--- src/rtl/if_stage.sv ---
// if_stage: instruction fetch with PC, IF/ID register and IDLE/RUN/HALT control; perf counters under IF_PERF_CNT_EN
module if_stage #(
    parameter int N = 32,
    parameter logic [N-1:0] RESET_PC = '0
) (
    input  logic         clk,
    input  logic         reset,
    input  logic         start,
    input  logic         stall,
    input  logic         flush,
    input  logic         branch_taken,
    input  logic [N-1:0] branch_target,
    output logic [N-1:0] imem_addr,
    input  logic [N-1:0] imem_rdata,
    output logic [N-1:0] pc,
    output logic [N-1:0] if_instruction,
    output logic [N-1:0] if_pc_plus4,
    output logic         if_valid,
    output logic         halted,
    output logic [N-1:0] fetch_count,
    output logic [N-1:0] bubble_count
);
    typedef enum logic [1:0] {IDLE, RUN, HALT} state_t;
    state_t state, state_n;
    logic [N-1:0] pc_n, ins_n, p4_n, pc_plus4;
    logic v_n, is_halt;
    assign pc_plus4 = pc + N'(4);
    assign is_halt = imem_rdata[N-1 -: 3] == 3'b111;
    assign imem_addr = pc;
    assign halted = state == HALT;
    // state, PC and IF/ID register
    always_ff @(posedge clk) begin
        if (reset) begin
            state <= IDLE;
            pc <= RESET_PC;
            if_instruction <= '0;
            if_pc_plus4 <= '0;
            if_valid <= 1'b0;
        end else begin
            state <= state_n;
            pc <= pc_n;
            if_instruction <= ins_n;
            if_pc_plus4 <= p4_n;
            if_valid <= v_n;
        end
    end
    // next state: redirect beats flush beats stall beats normal fetch; HALT word stops the PC
    always_comb begin
        state_n = state;
        pc_n = pc;
        ins_n = '0;
        p4_n = '0;
        v_n = 1'b0;
        case (state)
            IDLE: state_n = start ? RUN : IDLE;
            RUN: begin
                if (branch_taken) pc_n = branch_target;
                else if (flush) pc_n = pc_plus4;
                else if (stall) begin
                    ins_n = if_instruction;
                    p4_n = if_pc_plus4;
                    v_n = if_valid;
                end else begin
                    ins_n = imem_rdata;
                    p4_n = pc_plus4;
                    v_n = 1'b1;
                    pc_n = is_halt ? pc : pc_plus4;
                    state_n = is_halt ? HALT : RUN;
                end
            end
            HALT: begin
                pc_n = branch_taken ? branch_target : pc;
                state_n = branch_taken ? RUN : HALT;
            end
            default: state_n = IDLE;
        endcase
    end
`ifdef IF_PERF_CNT_EN
    logic fetch_inc, bub_inc;
    assign fetch_inc = state == RUN && !branch_taken && !flush && !stall;
    assign bub_inc = state == RUN && (branch_taken || flush);
    // count valid loads and RUN-state bubbles, wrapping naturally
    always_ff @(posedge clk) begin
        if (reset) begin
            fetch_count <= '0;
            bubble_count <= '0;
        end else begin
            if (fetch_inc) fetch_count <= fetch_count + N'(1);
            if (bub_inc) bubble_count <= bubble_count + N'(1);
        end
    end
`else
    assign fetch_count = '0;
    assign bubble_count = '0;
`endif
endmodule

--- config.mk ---
export PLATFORM = sky130hd
export DESIGN_NAME = if_stage
export DESIGN_NICKNAME = d
export VERILOG_FILES = /design/src/rtl/if_stage.sv
export SDC_FILE = /design/constraint.sdc
export NUM_CORES = 1
export LEC_CHECK = 0
export BUFFER_PORTS_ARGS = -buffer_cell sky130_fd_sc_hd__buf_4
export CAP_MARGIN = 10
export CORE_UTILIZATION = 25
export CTS_CLUSTER_DIAMETER = 200
export DETAILED_ROUTE_END_ITERATION = 12
export GPL_ROUTABILITY_DRIVEN = 1
export HOLD_SLACK_MARGIN = 0.06
export PLACE_DENSITY = 0.49
export SLEW_MARGIN = 15
export SYNTH_ARGS = -nofsm -noshare
export SYNTH_HDL_FRONTEND = slang
export SYNTH_SLANG_ARGS = --single-unit
--- constraint.sdc ---
create_clock -name clk -period 2.2 [get_ports clk]
set_clock_uncertainty 0.1 [all_clocks]
set_input_delay 0.44 -clock clk [delete_from_list [all_inputs] [get_ports clk]]
set_output_delay 0.44 -clock clk [all_outputs]
set_load 0.03 [all_outputs]
==> results_dict.tcl, run 1 <==
set metrics [dict create \
    synth_edf_count 0 \
    min_period_over_period_pct 91.2 \
    synth-compound-area-share_pct 14.4 \
    areaGrowthSynthToFinish_pct 34.4 \
    crit_buf_inv 2 \
    reg2reg_depth 7 \
    final_nets 924 \
    grt_use_met1_pct 21.6 \
    crit_family "compound AO/OA/AOI/OAI gates" \
    muxShareOfSynthArea_pct 6.81 \
    clkSlewWorstSetupHoldPaths_ns 0.08 \
    netlist_area_sq_um 5590 \
    path_class "flop to flop" \
    dp_cells 1117 \
    slew_viol_final 0 \
    wirelength_um 18400 \
    yosysWarnings 0 \
    grt_pass1_wl_um 27000 \
    p_per_area_nw_per_um2 685 \
    synth_xor_area_share_pct 4.23 \
    crit_slowest_cell "or3b_4" \
    synth-seq-cells 99 \
    drtAntennaViolNets 0 \
    post-route-util_pct 34.3 \
    dp_hpwl_um 14000 \
    cts_buffer_depth 2 \
    pre_cts_ws_ns 0.0675 \
    chipWidth_um 151 \
    path_max_fanout 12 \
    synth_area_leader_cell "dfxtp_1" \
    fmax_ghz 0.498 \
    cp-end-kind "flop" \
    yosysMostFrequentCell "buf_4" \
    cts_tree "built" \
    seq_area_frac_synth_pct 35.5 \
    dieArea_sq_um 22900 \
    cp-start-kind "flop" \
    synth_area_leaders "dfxtp_1 35%, buf_4 13%, mux2i_1 6.8%" \
    tightestPinTransition_ns 0.738 \
    io_buffers 199 \
    slew_headroom_pct 50.8 \
    hold_viol 0 \
    cts_num_sinks 99 \
    htreeDepth 3 \
    crit_chain "inv_1 -> ha_1 -> or3b_4 -> a22oi_4 -> nor2_4 -> clkbuf_16 -> a2111oi_2" \
    drtIter0Drc 345 \
    yosysTopAreaCellShare_pct 35.5 \
    antenna_cells 0 \
    synth_top_family_by_area "simple AND/OR/NAND/NOR gates" \
    drive_above_1_share_pct 35.2 \
    required_ns 2.35 \
    yosysUniqueCellTypes 60 \
    cap_violations 0 \
    busiest_layer "met2" \
    hold_path_class "primary input to flop" \
    grt_util_met3_pct 2.84 \
    num_vias 5146 \
    crit_arrival_ns 2.16 \
    rows 54 \
    syn_avg_cell_area_sq_um 8.41 \
    power_mw 5.14 \
    synthCells 664 \
    min_to "if_instruction[16]$_SDFFE_PP0N_" \
    initial_core_util_pct 25.5 \
    cts_root_buf "clkbuf_16" \
    gr-total-overflow 0 \
    synthArstFlopShare_pct 0 \
    wire_per_inst_um 16.3 \
    p_leak_nw 3.32 \
    die_h_um 151 \
    period_needed_ns 2.01 \
    rr_startpoint "state[1]$_SDFFE_PP0P_" \
    antenna_found_initial 0 \
    met2_usage_pct 24.2 \
    cts_setup_buffers 0 \
    core_area_sq_um 21900 \
    setup_slack_ns 0.193 \
    final_cells 1134 \
    numCtsBuffers 9 \
    r2r_end "imem_addr[23]$_SDFFE_PP0P_" \
    grt_util_all_layers_pct 15.7 \
    rrSetupSlack_ns 0.19 \
    drc_errors 0 \
    synth_common_cells "100 x buf_4, 99 x dfxtp_1, 78 x nor2_1" \
    viasPerCell 4.54 \
    io_pins 264 \
    synthSimpleGateAreaFrac_pct 20.1 \
    synth_fa_ha_area_share_pct 1.12 \
    setup_viol 0 \
    cp_slowest_stage_delay_ns 0.41 \
    synth-main-ff-cell "dfxtp_1" \
    grt_max_degree 46 \
    irDropWorstVdd_v 0.000260 \
    status "finished clean" \
    gp_congestion 0.839 \
    grt_pass1_vias 4681 \
    whs_path_depth 3 \
    critical_path_depth 7 \
    insertion_delay_ns 0.36 \
    holdCritStartpoint "imem_rdata[16]" \
    dr.pass1.iters 5 \
]
==> power by group <==
group	leakage [nW]	switching (mW)	internal (mW)
Clock	0.147	0.755	0.845
Combinational	2.37	0.986	0.599
Sequential	0.803	0.0847	1.87
Total	3.32	1.83	3.32
==> worst register-to-register path: cells and delay by family (launching register included) <==
family	cells	cell delay [ns]
buffers and inverters	2	0.28
and+or+nand+nor	2	0.50
AOI/OAI and AO/OA	2	0.53
DFF	1	0.34
adders and majority gates	1	0.15
==> worst max path at each step <==
stage / startpoint / end / slack [ns]
final: state[1]$_SDFFE_PP0P_ / imem_addr[23]$_SDFFE_PP0P_ / 0.19
after global placement: state[0]$_SDFFE_PP0P_ / imem_addr[5]$_SDFFE_PP0P_ / 0.12
after floorplan: imem_addr[2]$_SDFFE_PP0P_ / if_pc_plus4[22]$_SDFFE_PP0N_ / 0.08
after CTS: state[0]$_SDFFE_PP0P_ / imem_addr[5]$_SDFFE_PP0P_ / 0.06
after detailed placement: state[0]$_SDFFE_PP0P_ / imem_addr[5]$_SDFFE_PP0P_ / 0.07
after global routing: state[1]$_SDFFE_PP0P_ / imem_addr[29]$_SDFFE_PP0P_ / -0.004
==> cell type report <==
class,instances,area [sq um]
multi-input combinational,476,2870
fill,2336,14400
tap,280,350
clock buffer,11,253
inverter,8,30.0
sequential,99,1980
timing repair buffer,255,1970
clock inverter,5,43.8
==> layer usage <==
layer	routed length [um]	share of wire [%]	vias up
li1	-	-	2519
met1	8350	45	2401
met2	8550	46	205
met3	1210	6.6	21
met4	323	1.8	0
met5	0	0	-
==> registers in the layout, indices dropped and copies added, names as in the netlist <==
name            cells
imem_addr          32
if_instruction     32
if_pc_plus4        32
if_valid            1
state               2
==> cells by family after synthesis <==
group	Yosys count
xor+xnor	27
simple gates	219
mux	38
buf+inv	152
compound gates	123
flops	99
other cells	1
fa+ha+maj	5
==> through the flow <==
| stage | instance area, sq um | hold WS, ns | TNS (ns) |
|---|---|---|---|
| 4_1_cts | 7460 | 0.194 | 0 |
| 3_5_place_dp | 7160 | 0.350 | 0 |
| 3_3_place_gp | 7160 | 0.342 | 0 |
| 2_1_floorplan | 5820 | 0.362 | 0 |
| 5_1_grt | 7510 | 0.210 | -0.00388 |
| 6_report | 7510 | 0.208 | 0 |
==> placed cells by master (no fill, tap or decap), types with 3 or more instances in the layout <==
| cell | netlist | routed |
|---|---|---|
| a21oi_1 | 44 | 44 |
| a211oi_2 | 4 | 4 |
| nor4_1 | 7 | 7 |
| inv_1 | 8 | 8 |
| nor4_2 | 6 | 6 |
| nand2b_1 | 4 | 3 |
| o21ai_0 | 37 | 37 |
| a311oi_1 | 4 | 4 |
| nand3_1 | 16 | 16 |
| and4_1 | 6 | 6 |
| ha_1 | 5 | 4 |
| nor2_1 | 78 | 77 |
| buf_4 | 100 | 250 |
| clkinv_4 | 0 | 3 |
| conb_1 | 1 | 64 |
| nand2_1 | 39 | 38 |
| and3_1 | 13 | 13 |
| buf_12 | 0 | 3 |
| nor3_1 | 21 | 21 |
| a211oi_1 | 5 | 5 |
| o221ai_1 | 5 | 5 |
| xnor2_1 | 19 | 19 |
| clkbuf_16 | 0 | 10 |
| dfxtp_1 | 99 | 97 |
| xor2_1 | 8 | 8 |
| nand4_1 | 12 | 12 |
| mux2i_1 | 38 | 38 |
==> timing repair <==
item / in CTS / in global routing
hold buffers: 0 / 0
endpoints found under the setup margin: 0 / 26
gates resized for setup: 0 / 9
Power figures use the tool's default switching activity.
==> run 2, diff against run 1 <==
==> constraint.sdc (replaced) <==
create_clock -name clk -period 2.3 [get_ports clk]
set_clock_uncertainty 0.1 [all_clocks]
set_input_delay 0.23 -clock clk [delete_from_list [all_inputs] [get_ports clk]]
set_output_delay 0.23 -clock clk [all_outputs]
set_load 0.03 [all_outputs]
==> run 2 against run 1 <==
Against the previous run:
- first-iteration DRC count rose by 4.6%
- register-to-register slack is essentially flat
- combinational power down 8%
- power decreased by 3.8%
- setup slack got worse by 0.0090 ns
- core utilization is 0.91 points higher
- fmax decreased by 5.2%
- global-route usage about the same
- critical endpoint unchanged
- hold slack lost 0.12 ns
- largest cell class unchanged
- flip-flop and latch count is the same
- sequential power down 3%
- clock power about the same
==> results_dict.tcl, run 2 (synthesis gave the netlist of run 1 again) <==
set metrics [dict create \
    core_area_sq_um 21900 \
    rsz0062_at_grt "no" \
    grt_pass1_wl_um 27000 \
    cp_slowest_stage_delay_ns 0.43 \
    io_buffers 199 \
    status "finished clean" \
    wl_met2_um 8550 \
    cts_setup_buffers 0 \
    chipWidth_um 151 \
    io_pins 264 \
    path_class "flop to flop" \
    post-route-util_pct 35.2 \
    swShare_pct 34.7 \
    clkSlewWorstSetupHoldPaths_ns 0.08 \
    drive_above_1_share_pct 32.2 \
    dieArea_sq_um 22900 \
    r2r_end "imem_addr[23]$_SDFFE_PP0P_" \
    numCtsBuffers 9 \
    holdCritStartpoint "branch_target[2]" \
    cp-start-kind "flop" \
    period_needed_ns 2.12 \
    fill_cells 2348 \
    p_per_area_nw_per_um2 642 \
    drc_errors 0 \
    final_nets 944 \
    dr.pass1.iters 5 \
    cts_buffer_depth 2 \
    cp-end-kind "flop" \
    drtIter0Drc 361 \
    slew_viol_final 0 \
    power_mw 4.95 \
    rows 54 \
    m1WireLength_um 8530 \
    register_area_sq_um 1980 \
    cts_root_buf "clkbuf_16" \
    areaGrowthSynthToFinish_pct 38.0 \
    antenna_found_initial 0 \
    irDropWorstVdd_v 0.000340 \
    crit_slowest_cell "or3b_4" \
    clkPwrFrac_pct 32.0 \
    grt_util_all_layers_pct 15.6 \
    insertion_delay_ns 0.35 \
    rrSetupSlack_ns 0.18 \
    final_cell_mix "238 x buf_4, 99 x dfxtp_1, 77 x nor2_1" \
    viasPerCell 4.49 \
    multi_input_area_sq_um 2860 \
    cts_num_sinks 99 \
    crit_family "compound AO/OA/AOI/OAI gates" \
    post_dp_cell_area_sq_um 7060 \
    whs_path_depth 3 \
    crit_buf_inv 2 \
    rr_startpoint "state[1]$_SDFFE_PP0P_" \
    htreeDepth 3 \
    num_vias 5183 \
    min_to "imem_addr[2]$_SDFFE_PP0P_" \
    gp_congestion 0.835 \
    required_ns 2.45 \
    final_area_sq_um 7710 \
    fin_tns_setup_ns 0 \
    min_period_over_period_pct 92.0 \
    cts_tree "built" \
    wirelength_um 18500 \
    setup_viol 0 \
    grt_max_degree 46 \
    p_seq_share_pct 38.5 \
    highest_layer "met4" \
    cap_violations 0 \
    initial_core_util_pct 25.5 \
    antenna_cells 0 \
    wire_per_inst_um 16.0 \
    dp_hpwl_um 13800 \
    grt_pass1_vias 4646 \
    wl_met3_um 1020 \
    hold_path_class "primary input to flop" \
    tightestPinTransition_ns 0.731 \
    die_h_um 151 \
    crit_arrival_ns 2.27 \
    path_max_fanout 33 \
    p_leak_nw 3.38 \
    power.internal_mw 3.23 \
    final_common_cell "buf_4" \
    power.share.combinational_pct 29.5 \
    reg2reg_depth 7 \
    gr-total-overflow 0 \
    crit_chain "inv_1 -> ha_1 -> or3b_4 -> a22oi_4 -> nor2_2 -> buf_12 -> a2111oi_2" \
    drtAntennaViolNets 0 \
    hold_viol 0 \
    slew_headroom_pct 51.3 \
    power_switching_mw 1.72 \
    fmax_ghz 0.473 \
]
-- run 2: layer usage --
| layer | track usage [%] | vias up |
|---|---|---|
| met5 | 0 | - |
| met4 | 5.05 | 0 |
| met3 | 2.99 | 19 |
| met2 | 24.2 | 191 |
| met1 | 21.6 | 2407 |
| li1 | - | 2566 |
-- run 2: power by group through the flow --
| stage | clock, mW | sequential [mW] | combinational (mW) |
|---|---|---|---|
| floorplan | 0 | 2.07 | 0.920 |
| global placement | 0 | 1.94 | 1.40 |
| detailed placement | 0 | 1.95 | 1.41 |
| CTS | 1.64 | 1.90 | 1.46 |
| global route | 1.70 | 1.92 | 1.56 |
| finish | 1.58 | 1.91 | 1.46 |
-- run 2: worst register-to-register path: stages (launching register included) --
cell and delay, ns:
dfxtp_1 0.34, inv_1 0.10, ha_1 0.21, or3b_4 0.43
a22oi_4 0.26, nor2_2 0.09, buf_12 0.19, a2111oi_2 0.30
-- run 2: worst max path at each step --
stage	slack, ns	to	depth (start not counted)	from
detailed placement	0.13	imem_addr[15]$_SDFFE_PP0P_	7	state[1]$_SDFFE_PP0P_
finish	0.18	imem_addr[23]$_SDFFE_PP0P_	7	state[1]$_SDFFE_PP0P_
CTS	0.11	imem_addr[15]$_SDFFE_PP0P_	7	state[1]$_SDFFE_PP0P_
floorplan	0.18	if_pc_plus4[22]$_SDFFE_PP0N_	7	imem_addr[2]$_SDFFE_PP0P_
global route	0.006	imem_addr[25]$_SDFFE_PP0P_	8	state[0]$_SDFFE_PP0P_
global placement	0.18	imem_addr[15]$_SDFFE_PP0P_	7	state[1]$_SDFFE_PP0P_
-- run 2: final cells by class --
type	instances	share of cell area, %
Multi-Input combinational cell	476	37.0
Clock inverter	5	0.779
Sequential cell	99	25.7
Tap cell	280	4.55
Timing Repair Buffer	275	28.4
Clock buffer	11	3.15
Inverter	8	0.390
-- run 2: stage by stage --
stage          hold slack (ns)  setup WS [ns]  instances
2_1_floorplan            0.274          0.177        727
3_3_place_gp             0.340          0.177       1104
3_5_place_dp             0.351          0.130       1104
4_1_cts                 0.0798          0.114       1154
5_1_grt                 0.0890        0.00575       1154
6_report                0.0880          0.184       1154
-- run 2: repair_timing --
item | in CTS | in global routing
hold buffers | 34 | 0
endpoints found under the hold margin | 34 | 0
resized for setup | 0 | 1
endpoints found under the setup margin | 0 | 3
